### src/rtl/smart_home_ctrl_p.sv
// Smart-home controller: debounced door/window/fire sensors and a temperature
// hysteresis band drive a priority FSM whose state one-hot decodes to actuators.
module smart_home_ctrl_p #(
  parameter int TEMP_W     = 7,
  parameter int DEB        = 4,
  parameter int ALARM_HOLD = 16,
  parameter int HEAT_ON    = 15,
  parameter int COOL_ON    = 50,
  parameter int HYST       = 2
) (
  input  logic              clk,
  input  logic              Rst,
  input  logic              SFD,
  input  logic              SRD,
  input  logic              SW,
  input  logic              SFA,
  input  logic [TEMP_W-1:0] ST,
  output logic              fdoor,
  output logic              rdoor,
  output logic              winbuzz,
  output logic              alarmbuzz,
  output logic              heater,
  output logic              cooler,
  output logic [2:0]        display
);

  if (COOL_ON - HYST <= HEAT_ON + HYST) begin : g_bad_thresholds
    $error("smart_home_ctrl_p: COOL_ON - HYST must exceed HEAT_ON + HYST");
  end

  localparam int DCW = (DEB > 1) ? $clog2(DEB) : 1;
  localparam int HCW = $clog2(ALARM_HOLD + 1);
  localparam logic [DCW-1:0] DEB_LAST  = DCW'(DEB - 1);
  localparam logic [HCW-1:0] HOLD_LOAD = HCW'(ALARM_HOLD);
  localparam logic [31:0] HEAT_SET = 32'(HEAT_ON);
  localparam logic [31:0] HEAT_CLR = 32'(HEAT_ON + HYST);
  localparam logic [31:0] COOL_SET = 32'(COOL_ON);
  localparam logic [31:0] COOL_CLR = 32'(COOL_ON - HYST);

  typedef enum logic [2:0] {
    IDLE   = 3'b000,
    FDOOR  = 3'b001,
    RDOOR  = 3'b010,
    ALARM  = 3'b011,
    WINDOW = 3'b100,
    HEAT   = 3'b101,
    COOL   = 3'b110
  } state_t;

  state_t             state_q, state_next;
  logic [3:0]         raw, flag;
  logic [DCW-1:0]     cnt [4];
  logic [HCW-1:0]     hold;
  logic [TEMP_W-1:0]  st_q;
  logic [31:0]        st_ext;
  logic               heat_req, cool_req;
  logic               sfa_fall, alarm_req;

  // Index order: 0 front door, 1 rear door, 2 window, 3 fire.
  assign raw    = {SFA, SW, SRD, SFD};
  assign st_ext = 32'(st_q);

  // The hold must load on the same edge the fire flag drops, so ALARM never gaps.
  assign sfa_fall  = flag[3] & ~raw[3] & (cnt[3] == DEB_LAST);
  assign alarm_req = flag[3] | (hold != '0);

  always_ff @(posedge clk) begin
    if (Rst) begin
      flag <= '0;
      for (int unsigned i = 0; i < 4; i++) cnt[i] <= '0;
    end else begin
      for (int unsigned i = 0; i < 4; i++) begin
        if (raw[i] != flag[i]) begin
          if (cnt[i] == DEB_LAST) begin
            flag[i] <= raw[i];
            cnt[i]  <= '0;
          end else begin
            cnt[i] <= cnt[i] + DCW'(1);
          end
        end else begin
          cnt[i] <= '0;
        end
      end
    end
  end

  always_ff @(posedge clk) begin
    if (Rst) begin
      hold <= '0;
    end else if (sfa_fall) begin
      hold <= HOLD_LOAD;
    end else if (flag[3]) begin
      hold <= '0;
    end else if (hold != '0) begin
      hold <= hold - HCW'(1);
    end
  end

  always_ff @(posedge clk) begin
    if (Rst) begin
      st_q     <= '0;
      heat_req <= 1'b0;
      cool_req <= 1'b0;
    end else begin
      st_q <= ST;
      if (st_ext < HEAT_SET)       heat_req <= 1'b1;
      else if (st_ext >= HEAT_CLR) heat_req <= 1'b0;
      if (st_ext >= COOL_SET)      cool_req <= 1'b1;
      else if (st_ext < COOL_CLR)  cool_req <= 1'b0;
    end
  end

  always_ff @(posedge clk) begin
    if (Rst) state_q <= IDLE;
    else     state_q <= state_next;
  end

  always_comb begin
    state_next = IDLE;
    if (3'(state_q) == 3'b111) state_next = IDLE;
    else if (alarm_req)        state_next = ALARM;
    else if (flag[0])          state_next = FDOOR;
    else if (flag[1])          state_next = RDOOR;
    else if (flag[2])          state_next = WINDOW;
    else if (cool_req)         state_next = COOL;
    else if (heat_req)         state_next = HEAT;
  end

  always_comb begin
    fdoor     = 1'b0;
    rdoor     = 1'b0;
    winbuzz   = 1'b0;
    alarmbuzz = 1'b0;
    heater    = 1'b0;
    cooler    = 1'b0;
    case (state_q)
      FDOOR:   fdoor     = 1'b1;
      RDOOR:   rdoor     = 1'b1;
      ALARM:   alarmbuzz = 1'b1;
      WINDOW:  winbuzz   = 1'b1;
      HEAT:    heater    = 1'b1;
      COOL:    cooler    = 1'b1;
      default: ;
    endcase
  end

  assign display = state_q;

endmodule

### config.mk
export PLATFORM = sky130hd
export DESIGN_NAME = smart_home_ctrl_p
export DESIGN_NICKNAME = d
export VERILOG_FILES = /design/src/rtl/smart_home_ctrl_p.sv
export SDC_FILE = /design/constraint.sdc
export NUM_CORES = 1
export LEC_CHECK = 0
export ABC_CLOCK_PERIOD_IN_PS = 2300
export BUFFER_PORTS_ARGS = -buffer_cell sky130_fd_sc_hd__buf_2
export CORE_ASPECT_RATIO = 0.9
export CORE_MARGIN = 2
export CORE_UTILIZATION = 45
export DETAILED_ROUTE_END_ITERATION = 8
export GPL_TIMING_DRIVEN = 0
export MAX_ROUTING_LAYER = met4
export PLACE_DENSITY = 0.66
export SLEW_MARGIN = 30
export SYNTH_ARGS = -nofsm -noshare
export SYNTH_HDL_FRONTEND = slang
export SYNTH_SLANG_ARGS = --single-unit
export TNS_END_PERCENT = 50
### constraint.sdc
create_clock -name clk -period 2.3 [get_ports clk]
set_input_delay 0.115 -clock clk [delete_from_list [all_inputs] [get_ports clk]]
set_output_delay 0.115 -clock clk [all_outputs]
set_load 0.02 [all_outputs]
---- Word-level counts from Yosys, hierarchy flattened ----
Memories as Yosys holds them, arrays and structs flattened.
Cells that the tools add are included.
cells by class
  reduce and logical (&&, ||, !) cells .... 11
  order comparisons ....................... 4
  bitwise logic cells ..................... 16
  multiplexer cells ....................... 77
  equal/unequal tests ..................... 15
  add/sub/neg operators ................... 5
operators by type and width
  cell                                                                    count
  1-bit 2-to-1 mux                                                        56
  2-bit 2-to-1 mux                                                        15
  5-bit 2-to-1 mux                                                        3
  1-bit bitwise OR                                                        13
  3-bit equality test (second input constant)                             4
  3-bit 2-to-1 mux                                                        3
  2-bit by 1-bit adder with 2-bit output (second input constant)          4
  2-bit equality test (second input constant)                             4
  2-bit AND reduction                                                     4
  7-bit by 5-bit >= comparator with 1-bit output (second input constant)  1
  7-bit by 6-bit >= comparator with 1-bit output (second input constant)  1
  7-bit by 4-bit < comparator with 1-bit output (second input constant)   1
  7-bit by 6-bit < comparator with 1-bit output (second input constant)   1
  3-bit by 2-bit equality test with 1-bit output (second input constant)  2
  5-bit nonzero test                                                      1
  5-bit OR reduction                                                      1
  5-bit by 1-bit subtractor with 5-bit output (second input constant)     1
  1-bit != test                                                           4
  2-bit nonzero test                                                      2
  3-bit by 1-bit equality test with 1-bit output (second input constant)  1
  3-bit nonzero test                                                      1
  3-bit OR reduction                                                      1
  1-bit AND                                                               2
  2-bit OR reduction                                                      1
  1-bit inverter                                                          1
word-level totals
  memories kept ........................... 1
  bits in writable memories ............... 8
  register bits after elaboration ......... 21
memory list
  memory  depth  bits a word  read ports  clocked after Yosys merged registers in  wr ports  line  RTL
  cnt     4      2            4           0                                        4         52    logic [DCW-1:0] cnt [4];

---- Longest topological paths before layout ----
An unclocked memory read counts as a cell.
  depth in word-level cells ............... 9
  depth in mapped cells ................... 6
  depth with buffers taken out ............ 5

---- Worst setup path after synthesis ----
No wires, ideal clock.
  path type ............................... flip-flop to flip-flop
  from .................................... register hold[0]
  to ...................................... register state_q[0] (netlist: display[0])
  slack ................................... 0.556 ns
  arrival time ............................ 1.629 ns
  path buffers ............................ 1
  stages on the path, launching flop included .. 7
  period minus slack after synthesis ...... 1.744 ns
  path through ............................ dfxtp_1 -> inv_1 -> ha_1 -> or4b_1 -> buf_2 -> or3_4 -> o21a_1
on the way
  word-level cells in the longest chain between the ends .. 3
RTL lines
  what                    line  RTL
  start, declared         53    logic [HCW-1:0] hold;
  start signal, assigned  95    hold <= hold - HCW'(1);
  5-bit nonzero test      65    assign alarm_req = flag[3] | (hold != '0);
  1-bit bitwise OR        65
  2-bit 2-to-1 mux        121   else if (alarm_req) state_next = ALARM;
  end signal, assigned    115   else state_q <= state_next;
  end, declared           50    state_t state_q, state_next;
No other way between the ends.
A chain may end at the register's enable or synchronous reset.

---- Final worst setup path ----
Ends and elaborated chain as after synthesis.

==> results.yml <==
outcome:
  status: "finished clean"
sta:
  period_needed_ps: 1820
  maxSlewViolCount: 0
  setup_viol: 0
  hold_slack_ps: 11.8
  finClkSkew_ps: 7.60
  period_share_pct: 79.3
  fmax_mhz: 548
  timing.final.hold_violations: 0
  rsz0062_at_grt: "false"
  fin_tns_setup_ps: 0
logic_synthesis:
  synth_compound_area_share_pct: 5.33
  avgSynthCellArea_sq_um: 10.5
  async_flop_share_pct: 0
  synth_top_family_by_area: "simple AND/OR/NAND/NOR gates"
  ys.warnings.count: 0
  synthCells: 118
  synth_seq_cells: 29
  yosysTopAreaCellShare_pct: 33.8
  yosys.area_share.adder_pct: 6.04
  synth_top_area_cell: "dfxtp_1"
  synth-main-ff-cell: "dfxtp_1"
  synthXorXnorAreaFrac_pct: 4.23
  synth_edf_count: 8
  synth_seq_area_share_pct: 53.1
  synth_area_leaders: "dfxtp_1, edfxtp_1, ha_1"
  yosys.cell_types.count: 31
  syn_area_sq_mm: 0.00124
  synthMuxAreaShare_pct: 3.22
  synthSimpleGateAreaFrac_pct: 24.0
setup_path:
  cp.required_ps: 2510
  critPathLaunchType: "register"
  worstSetupPathType: "register to register"
  cp-end-kind: "register"
  worst-endpoint-arrival_ps: 2040
  path_max_fanout: 6
  rrSetupSlack_ps: 480
die:
  core_area_sq_mm: 0.00268
  start_util_pct: 46.4
  rows: 18
  die_y_um: 53.9
  die-area_sq_mm: 0.00320
  die_w_um: 59.4
  ios: 22
clocking:
  hold_buffers: 4
  cts_resized: 0
  cts_post_setup_buffers_inserted: 0
  cts.sink_count: 29
  path_clk_slew_ps: 90
  htree_num_levels: 2
  cts_tree: "yes"
  cts.path.max_buffers: 2
  worstSkewPairLatency_ps: 320
  cts_buffers: 5
  cts-root-buf: "clkbuf_4"
global_route:
  grt_pass1_vias: 785
  grt.overflow.total: 0
  grt_antenna_before_repair: 0
  grt_max_degree: 11
  grt_pass1_wl_um: 3200
  grtUsageTotal_pct: 14.4
placed_design:
  portBuffers: 21
  placed_cells: 176
  gp_congestion: 0.794
  post_dp_cell_area_sq_mm: 0.00141
  place_hpwl_um: 1390
finish:
  area_growth_pct: 23.2
  fin_nets: 177
  layout_commonest_cell: "buf_2"
  stdcell_area_sq_mm: 0.00153
  drive_above_1_share_pct: 20.1
  fin_cells: 189
  num_antenna_cells: 0
  final_util_pct: 57.2
  mostFrequentLayoutCells: "buf_2, dfxtp_1, nor2_1"
  n_fill_cell: 241
power_and_ir_drop:
  max-vdd-ir-drop_v: 0.000382
  p_leak_nw: 0.668
  power_density_mw_per_mm2: 900
routing:
  drt_wl_total_um: 1910
  drtPass1Iterations: 2
  antenna_left: 0
  wire_per_inst_um: 10.1
  vias_per_cell: 4.80
  drt_iter0_drc: 18
  drc: 0
  num_vias: 908
flow_run:
  drv_cap: 0
min_path:
  hp-class: "input pin to register"
## synth_stat cells (2+ instances only)
master,instances
nor3b_1,3
a31oi_1,2
or3_1,3
ha_1,6
edfxtp_1,8
nor4b_1,2
a21oi_1,3
nor2_1,16
mux2i_1,4
nand2_1,4
nor4_1,2
inv_1,9
nor2b_1,8
xnor2_1,6
dfxtp_1,21
nor3_1,4
clkbuf_1,2
and3b_1,2
## power breakdown
part | total (mW) | internal [mW] | switching (mW)
registers | 0.658 | 0.594 | 0.0639
logic | 0.378 | 0.189 | 0.189
clock network | 0.344 | 0.177 | 0.167
## layout make-up
class / instances / area (sq um) / area share, %
Timing Repair Buffer: 26 / 155 / 10.1
Inverter: 9 / 33.8 / 2.20
Tap cell: 30 / 37.5 / 2.45
Buffer: 3 / 12.5 / 0.816
Sequential cell: 29 / 661 / 43.1
Multi-Input combinational cell: 84 / 563 / 36.7
Clock inverter: 1 / 5.00 / 0.327
Clock buffer: 7 / 65.1 / 4.24
## registers in the layout (all words and copies together), names as in the netlist
name,cells
cool_req,1
heat_req,1
flag,4
display,3
cnt,8
st_q,7
hold,5
## final timing paths
path,depth (start not counted),startpoint,end
hold / removal,2,ST[2],st_q[2]
setup / recovery,6,hold[0],display[0]
setup reg to reg,6,hold[0],display[0]
hold reg to reg,1,st_q[4],heat_req
## logic make-up after synthesis
family | Yosys count
DFF | 29
xor gates and xnor gates | 6
other | 1
buffers and inverters | 12
AOI/OAI and AO/OA | 10
adders and majority gates | 6
and+or+nand+nor | 50
muxes | 4
## layer usage
layer | share of wire [%] | global-route usage, % | up-vias
met2 | 45 | 22.0 | 27
met1 | 49 | 15.5 | 400
met3 | 6.0 | 7.45 | 2
li1 | - | - | 479
met4 | 0.58 | 6.44 | 0
met5 | 0 | - | -
## stage by stage
step | worst slack, ps | total power, mW
CTS | 459 | 1.39
finish | 476 | 1.38
global placement | 495 | 1.03
detailed placement | 476 | 1.04
floorplan | 556 | 0.954
global route | 363 | 1.47
## critical path, cell delays in order (launching register included)
cell     delay [ps]
dfxtp_1         340
inv_1            60
ha_1            190
or4b_1          430
buf_2           170
or3_4           350
o21a_1          190
Note: power is estimated with default switching activity, not from simulation.
